$ cat src/rtl/fifo_pkg.sv
// Shared constants for the single-clock FWFT FIFO and its bench.
// Latency: n/a (package only).
// Backpressure: n/a (package only).
package fifo_pkg;

  localparam int DEFAULT_DATA_WIDTH = 8;
  localparam int DEFAULT_DEPTH      = 8;

  // Pointer width for a given depth: index bits plus one wrap bit.
  function automatic int ptr_width(input int depth);
    return $clog2(depth) + 1;
  endfunction

endpackage

$ cat src/rtl/fifo_mem.sv
// DEPTH x DATA_WIDTH storage array, one synchronous write port, one async read port.
// Latency: write lands on the rising edge; read is combinational from stored state.
// Backpressure: none; the caller gates we.
module fifo_mem #(
  parameter int DATA_WIDTH = 8,
  parameter int DEPTH      = 8,
  localparam int ADDR_WIDTH = $clog2(DEPTH)
) (
  input  logic                  clk,
  input  logic                  we,
  input  logic [ADDR_WIDTH-1:0] waddr,
  input  logic [DATA_WIDTH-1:0] wdata,
  input  logic [ADDR_WIDTH-1:0] raddr,
  output logic [DATA_WIDTH-1:0] rdata
);

  logic [DATA_WIDTH-1:0] r_mem [DEPTH];

  // Store the write word; the array is deliberately left unreset.
  always_ff @(posedge clk) begin
    if (we) begin
      r_mem[waddr] <= wdata;
    end
  end

  assign rdata = r_mem[raddr];

endmodule

$ cat src/rtl/sync_fifo.sv
// Single-clock first-word-fall-through FIFO between a same-domain producer and consumer.
// Latency: a word written into an empty FIFO is on data_out right after the accepting edge.
// Backpressure: writes while full and reads while empty are silently dropped.
module sync_fifo
  import fifo_pkg::*;
#(
  parameter int DATA_WIDTH = DEFAULT_DATA_WIDTH,
  parameter int DEPTH      = DEFAULT_DEPTH,
  localparam int ADDR_WIDTH = $clog2(DEPTH)
) (
  input  logic                  clk,
  input  logic                  rst_n,
  input  logic                  wr_en,
  input  logic                  rd_en,
  input  logic [DATA_WIDTH-1:0] data_in,
  output logic [DATA_WIDTH-1:0] data_out,
  output logic                  full,
  output logic                  empty,
  output logic [ADDR_WIDTH:0]   count
);

  localparam int              PTR_W   = ptr_width(DEPTH);
  localparam logic [PTR_W-1:0] PTR_ONE = PTR_W'(1);

  logic [PTR_W-1:0]      r_wr_ptr;
  logic [PTR_W-1:0]      r_rd_ptr;
  logic                  w_full;
  logic                  w_empty;
  logic                  w_wr_acc;
  logic                  w_rd_acc;
  logic [DATA_WIDTH-1:0] w_rdata;

  // Flags come purely from the registered pointers, so they are glitch-free
  // relative to this cycle's requests.
  assign w_empty  = (r_wr_ptr == r_rd_ptr);
  assign w_full   = (r_wr_ptr[ADDR_WIDTH-1:0] == r_rd_ptr[ADDR_WIDTH-1:0]) &&
                    (r_wr_ptr[ADDR_WIDTH] != r_rd_ptr[ADDR_WIDTH]);
  assign w_wr_acc = wr_en && !w_full;
  assign w_rd_acc = rd_en && !w_empty;

  // Advance each pointer when its side is accepted; wrap bit rolls over naturally.
  always_ff @(posedge clk or negedge rst_n) begin
    if (!rst_n) begin
      r_wr_ptr <= '0;
      r_rd_ptr <= '0;
    end else begin
      if (w_wr_acc) begin
        r_wr_ptr <= r_wr_ptr + PTR_ONE;
      end
      if (w_rd_acc) begin
        r_rd_ptr <= r_rd_ptr + PTR_ONE;
      end
    end
  end

  fifo_mem #(
    .DATA_WIDTH (DATA_WIDTH),
    .DEPTH      (DEPTH)
  ) u_mem (
    .clk   (clk),
    .we    (w_wr_acc),
    .waddr (r_wr_ptr[ADDR_WIDTH-1:0]),
    .wdata (data_in),
    .raddr (r_rd_ptr[ADDR_WIDTH-1:0]),
    .rdata (w_rdata)
  );

  // Stale array contents are masked whenever nothing is stored.
  assign data_out = w_empty ? '0 : w_rdata;
  assign full     = w_full;
  assign empty    = w_empty;
  assign count    = r_wr_ptr - r_rd_ptr;

endmodule

$ cat config.mk
export PLATFORM = sky130hd
export DESIGN_NAME = sync_fifo
export DESIGN_NICKNAME = d
export VERILOG_FILES = /design/src/rtl/fifo_pkg.sv /design/src/rtl/fifo_mem.sv /design/src/rtl/sync_fifo.sv
export SDC_FILE = /design/constraint.sdc
export NUM_CORES = 1
export LEC_CHECK = 0
export ABC_AREA = 0
export CAP_MARGIN = 10
export CORE_MARGIN = 3
export CORE_UTILIZATION = 48
export CTS_CLUSTER_SIZE = 16
export DETAILED_ROUTE_END_ITERATION = 8
export GPL_TIMING_DRIVEN = 0
export HOLD_SLACK_MARGIN = 0.1
export PLACE_DENSITY = 0.68
export RECOVER_POWER = 50
export SYNTH_ARGS = -nofsm -noshare
export SYNTH_HDL_FRONTEND = slang
export SYNTH_SLANG_ARGS = --single-unit
$ cat constraint.sdc
create_clock -name clk -period 3.79 [get_ports clk]
set_input_delay 0.379 -clock clk [delete_from_list [all_inputs] [get_ports clk]]
set_output_delay 0.379 -clock clk [all_outputs]
set_load 0.02 [all_outputs]
After elaboration in Yosys (flattened, before gate mapping)
Memory sizes are Yosys's and may differ from the RTL's.
Index checks and enable logic that the tools add are counted.
{ "word_totals": {"reg_bits": 8, "mem_bits_rw": 64, "memories": 1} }
{ "memory_table": {"columns": ["name", "depth", "word_bits", "rd", "rd_ports_with_merged_regs", "wr", "line_no", "text"], "rows": [
  ["u_mem.r_mem", 8, 8, 1, 0, 1, "fifo_mem.sv:17", "logic [DATA_WIDTH-1:0] r_mem [DEPTH];"]
]} }
{ "op_classes": {"add_sub_neg": 3, "eq_ne": 3, "mux": 3, "reduce_logical": 5} }
{ "ops": {"columns": ["cell", "count"], "rows": [
  ["$add 4x1->4 const B", 2],
  ["$mux 8", 1],
  ["$eq 4x4->1", 1],
  ["$sub 4x4->4", 1],
  ["$eq 3x3->1", 1],
  ["$logic_and 1x1->1", 3],
  ["$logic_not 1->1", 2],
  ["$mux 1", 2],
  ["$ne 1x1->1", 1]
]} }

Depth between registers and ports, before layout
{ "logic_depth": {"ltp_word": 6, "depth_mapped": 9, "mapped_depth_nobuf": 6} }

Modules after synthesis
A second synthesis with hierarchy kept.
{ "hier_totals": {"hier_cells": 161, "hier_area_um2": 3093.0} }
{ "by_module_without_submodules": {"columns": ["mod", "instances", "cells_each", "area_per_inst_um2"], "rows": [
  ["fifo_mem", 1, 106, 2531.2],
  ["sync_fifo", 1, 55, 561.8]
]} }

Least setup slack after synthesis
Ideal clock, no wire load.
{ "synth_timing": {"path_type": "flip-flop to flip-flop", "start": "register r_rd_ptr[1]", "end": "memory u_mem.r_mem[0][0] (enable)", "setup_ns": 0.395, "arrival_ns": 2.266, "slack_ns": 1.129, "path_stages_with_launch": 9, "n_path_buf": 3, "cell_sequence": "dfrtp_1 > buf_6 > buf_12 > buf_6 > inv_1 > ha_1 > nand3_1 > o21ai_2 > nor4_1"} }
{ "synth_between": {"elab_chain_cells": 6} }
{ "synth_lines": {"columns": ["element", "line_no", "text"], "rows": [
  ["start, declared", "sync_fifo.sv:26", "logic [PTR_W-1:0] r_rd_ptr;"],
  ["start signal, assigned", "sync_fifo.sv:51", "r_rd_ptr <= r_rd_ptr + PTR_ONE;"],
  ["$eq 3x3->1", "sync_fifo.sv:36", "assign w_full = (r_wr_ptr[ADDR_WIDTH-1:0] == r_rd_ptr[ADDR_WIDTH-1:0]) &&"],
  ["$logic_and 1x1->1", "sync_fifo.sv:36", null],
  ["$logic_not 1->1", "sync_fifo.sv:38", "assign w_wr_acc = wr_en && !w_full;"],
  ["$logic_and 1x1->1", "sync_fifo.sv:38", null],
  ["$mux 1", "fifo_mem.sv:21", "if (we) begin"],
  ["$mux 1 (not written as such)", "fifo_mem.sv:22", "r_mem[waddr] <= wdata;"],
  ["end, declared", "fifo_mem.sv:17", null]
]} }
Every way passes these cells.

Final worst setup path
{ "layout_timing": {"start": "register r_rd_ptr[1]", "end": "output data_out[3]"} }
{ "layout_between": {"elab_chain_cells": 2, "word_cells_on_any_way": 3, "classes_between": "eq/ne (1); mux (1); memory (1)"} }
{ "layout_lines": {"columns": ["element", "line_no", "text"], "rows": [
  ["$mem_v2 8x8 / $eq 4x4->1 (equally long branches)", null, null],
  ["$mux 8 *", "sync_fifo.sv:69", "assign data_out = w_empty ? '0 : w_rdata;"],
  ["end, declared", "sync_fifo.sv:16", "output logic [DATA_WIDTH-1:0] data_out,"]
]} }
Every way passes the cells marked *; elsewhere a longest branch is shown, timed or not.

==> impl_metrics.yaml <==
worst_setup_path:
  arrival_ns: 3.11
  crit_family: "buffers and inverters"
  path_common_cell: "buf_6"
  path_cells: "buf_6, buf_12, buf_6, inv_1, ha_1, nand4_2, buf_6, nand2_1, a221oi_1, clkdlybuf4s50_1"
  critical_path.n_buffers_inverters: 6
  worstPathMaxFanout: 10
  critPathKind: "flop to output pin"
  critPathLaunchType: "flop"
  worstSetupEndpointType: "output pin"
  worst-endpoint-required_ns: 3.41
  critPathMaxStageDelay_ns: 0.68
  worst_path_max_delay_cell: "clkdlybuf4s50_1"
yosys:
  avgSynthCellArea_um2: 16.2
  synth_edf_count: 64
  ys_ff_latch: 72
  ys_async_sr_fraction_pct: 11.1
  syn-instance-count: 188
  ys_seq_area_share_pct: 69.7
  synth_area_um2: 3050
  synth_nets: 206
  ys_types: 31
  yosys_warnings: 0
  synthFlopType: "edfxtp_1"
finish:
  diodes: 0
  layout.nets: 247
  nFillCells: 475
  drive_above_1_share_pct: 12.0
  fin_area_um2: 3580
  area_growth_pct: 17.7
route:
  drt_pass1_iterations: 4
  detail-route-antenna-nets: 0
  drt-initial-drc-count: 97
  wl_per_cell_um: 19.9
  route.final.wire_length_mm: 6.11
  vias_per_cell: 5.61
  drc: 0
  vias: 1728
die:
  ios: 26
  die_w_um: 85.7
  start_util_pct: 50.6
  num_rows: 28
  core_area_um2: 6030
  dieArea_um2: 7340
  die_y_um: 85.7
clock_network:
  tritoncts: "done"
  cts_sinks: 72
  numCtsBuffers: 9
  cts_hold_buf: 0
  post-cts-setup-buffers: 0
  cts_max_level: 3
  clk_latency_ns: 0.34
  clkTransAtPathRegs_ns: 0.07
  max-clock-path-buffers: 2
  post_cts_resized: 0
  ctsRootBufferMaster: "clkbuf_8"
power_and_ir_drop:
  powerDensity_nw_per_um2: 914
  p_leak_nw: 1.36
  vdd.ir_drop.worst_mv: 0.613
timing:
  fin_crit_sh_pct: 92.1
  setup_tns_ns: 0
  hold_viol_final: 0
  setup_viol: 0
  max_freq_ghz: 0.287
  rsz0062_at_grt: "false"
  finalClockSkew_ns: 0.00724
  post-route-min-period_ns: 3.49
  tightest_slew_ns: 0.882
  drv_slew: 0
  max_slew_margin_pct: 40.6
global_route:
  antenna_found_initial: 0
  grt_usage_pct: 17.8
  grt_max_degree: 12
  grt_pass1_wl_mm: 9.43
  grt_pass1_vias: 1816
  grt.overflow.total: 0
placement:
  gp_congestion: 0.839
  hpwl_mm: 4.18
  placed_cell_area_um2: 3430
  port_buffers: 25
job:
  drv_cap: 0
worst_hold_path:
  hold_class: "input port to async pin"
run_status:
  outcome: "completed"
[sequential cells by signal, summed over array words and instances (netlist names)]
| signal | count |
|---|---|
| u_mem.r_mem | 64 |
| r_rd_ptr | 4 |
| r_wr_ptr | 4 |
[synth_stat cells (4+ instances only)]
| cell type | instances | area [um2] |
|---|---|---|
| inv_1 | 9 | 33.8 |
| dfrtp_1 | 8 | 200 |
| xnor2_1 | 6 | 52.6 |
| edfxtp_1 | 64 | 1920 |
| nor2_1 | 5 | 18.8 |
| mux2i_1 | 32 | 320 |
| nor3_1 | 4 | 20.0 |
| buf_6 | 4 | 45.0 |
| nand2_1 | 12 | 45.0 |
| a221oi_1 | 8 | 70.1 |
| ha_1 | 5 | 62.6 |
| a22oi_1 | 8 | 60.1 |
[logic make-up after synthesis]
logic type                 after synthesis  synth area share (%)
AOI/OAI and AO/OA                       20                  5.22
muxes                                   34                  11.3
adders and majority gates                6                  2.71
buffers and inverters                   17                  3.61
and+or+nand+nor                         30                  4.72
DFF                                     72                  69.7
xor gates and xnor gates                 9                  2.83
[worst register-to-register path: cells and delay by family, from the launching register on]
family	cells	cell delay (ns)
fa+ha+maj	1	0.33
simple gates	2	0.97
flops	1	0.43
buf+inv	5	0.92
compound gates	1	0.31
[area by class of cell]
class / instances / area (um2) / area share, %
Buffer: 8 / 76.3 / 2.13
Clock buffer: 11 / 131 / 3.66
Clock inverter: 4 / 22.5 / 0.628
Inverter: 9 / 33.8 / 0.942
Multi-Input combinational cell: 99 / 817 / 22.8
Sequential cell: 72 / 2120 / 59.2
Tap cell: 75 / 93.8 / 2.62
Timing Repair Buffer: 30 / 288 / 8.03
[path summary, 6_finish.rpt]
path | start | end | slack [ns] | depth (start not counted)
min in group clk | r_wr_ptr[3] | r_wr_ptr[3] | 0.53 | 1
max in group asynchronous | rst_n | r_rd_ptr[3] | 3.11 | 1
setup reg to reg | r_rd_ptr[1] | u_mem.r_mem[2][7] | 0.55 | 9
setup / recovery | r_rd_ptr[1] | data_out[3] | 0.30 | 10
hold / removal | rst_n | r_wr_ptr[1] | 0.39 | 1
hold reg to reg | r_wr_ptr[3] | r_wr_ptr[3] | 0.53 | 1
[per-layer routing]
layer | global-route usage [%] | part of all wire (%) | wire length (um)
met1 | 22.8 | 45 | 2760
met2 | 28.7 | 49 | 2980
met3 | 5.00 | 3.8 | 231
met4 | 7.48 | 2.4 | 147
met5 | 0 | 0 | 0
[where the power goes]
part | switching (W) | internal, W
clock | 0.000257 | 0.000231
combinational | 0.000907 | 0.000752
sequential | 0.000102 | 0.00103
[cells in the final DEF, fill, tap and decap left out, types with 2 or more instances in the layout]
master	count
a22oi_1	8
dfrtp_1	8
nor3_1	4
dlygate4sd3_1	10
nor2b_1	2
edfxtp_1	64
xor2_1	2
buf_1	2
mux2i_1	32
clkbuf_8	9
clkdlybuf4s50_1	15
buf_6	4
clkbuf_1	3
clkinv_2	3
ha_1	5
nor2_1	5
buf_4	5
nand2_1	12
inv_1	9
a221oi_1	8
nand3_1	2
xnor2_1	6
[stage by stage]
stage | util (%) | setup WS, ns | cells | total power (W) | hold WS [ns]
CTS | 59.6 | 0.294 | 308 | 0.00332 | 0.325
finish | 59.5 | 0.300 | 308 | 0.00328 | 0.394
global placement | 56.3 | 0.244 | 288 | 0.00275 | 0.512
detailed placement | 57.0 | 0.656 | 293 | 0.00283 | 0.526
global route | 59.5 | 0.181 | 308 | 0.00346 | 0.399
floorplan | - | 1.13 | 188 | 0.00216 | 0.0834
Power figures use the tool's default switching activity.
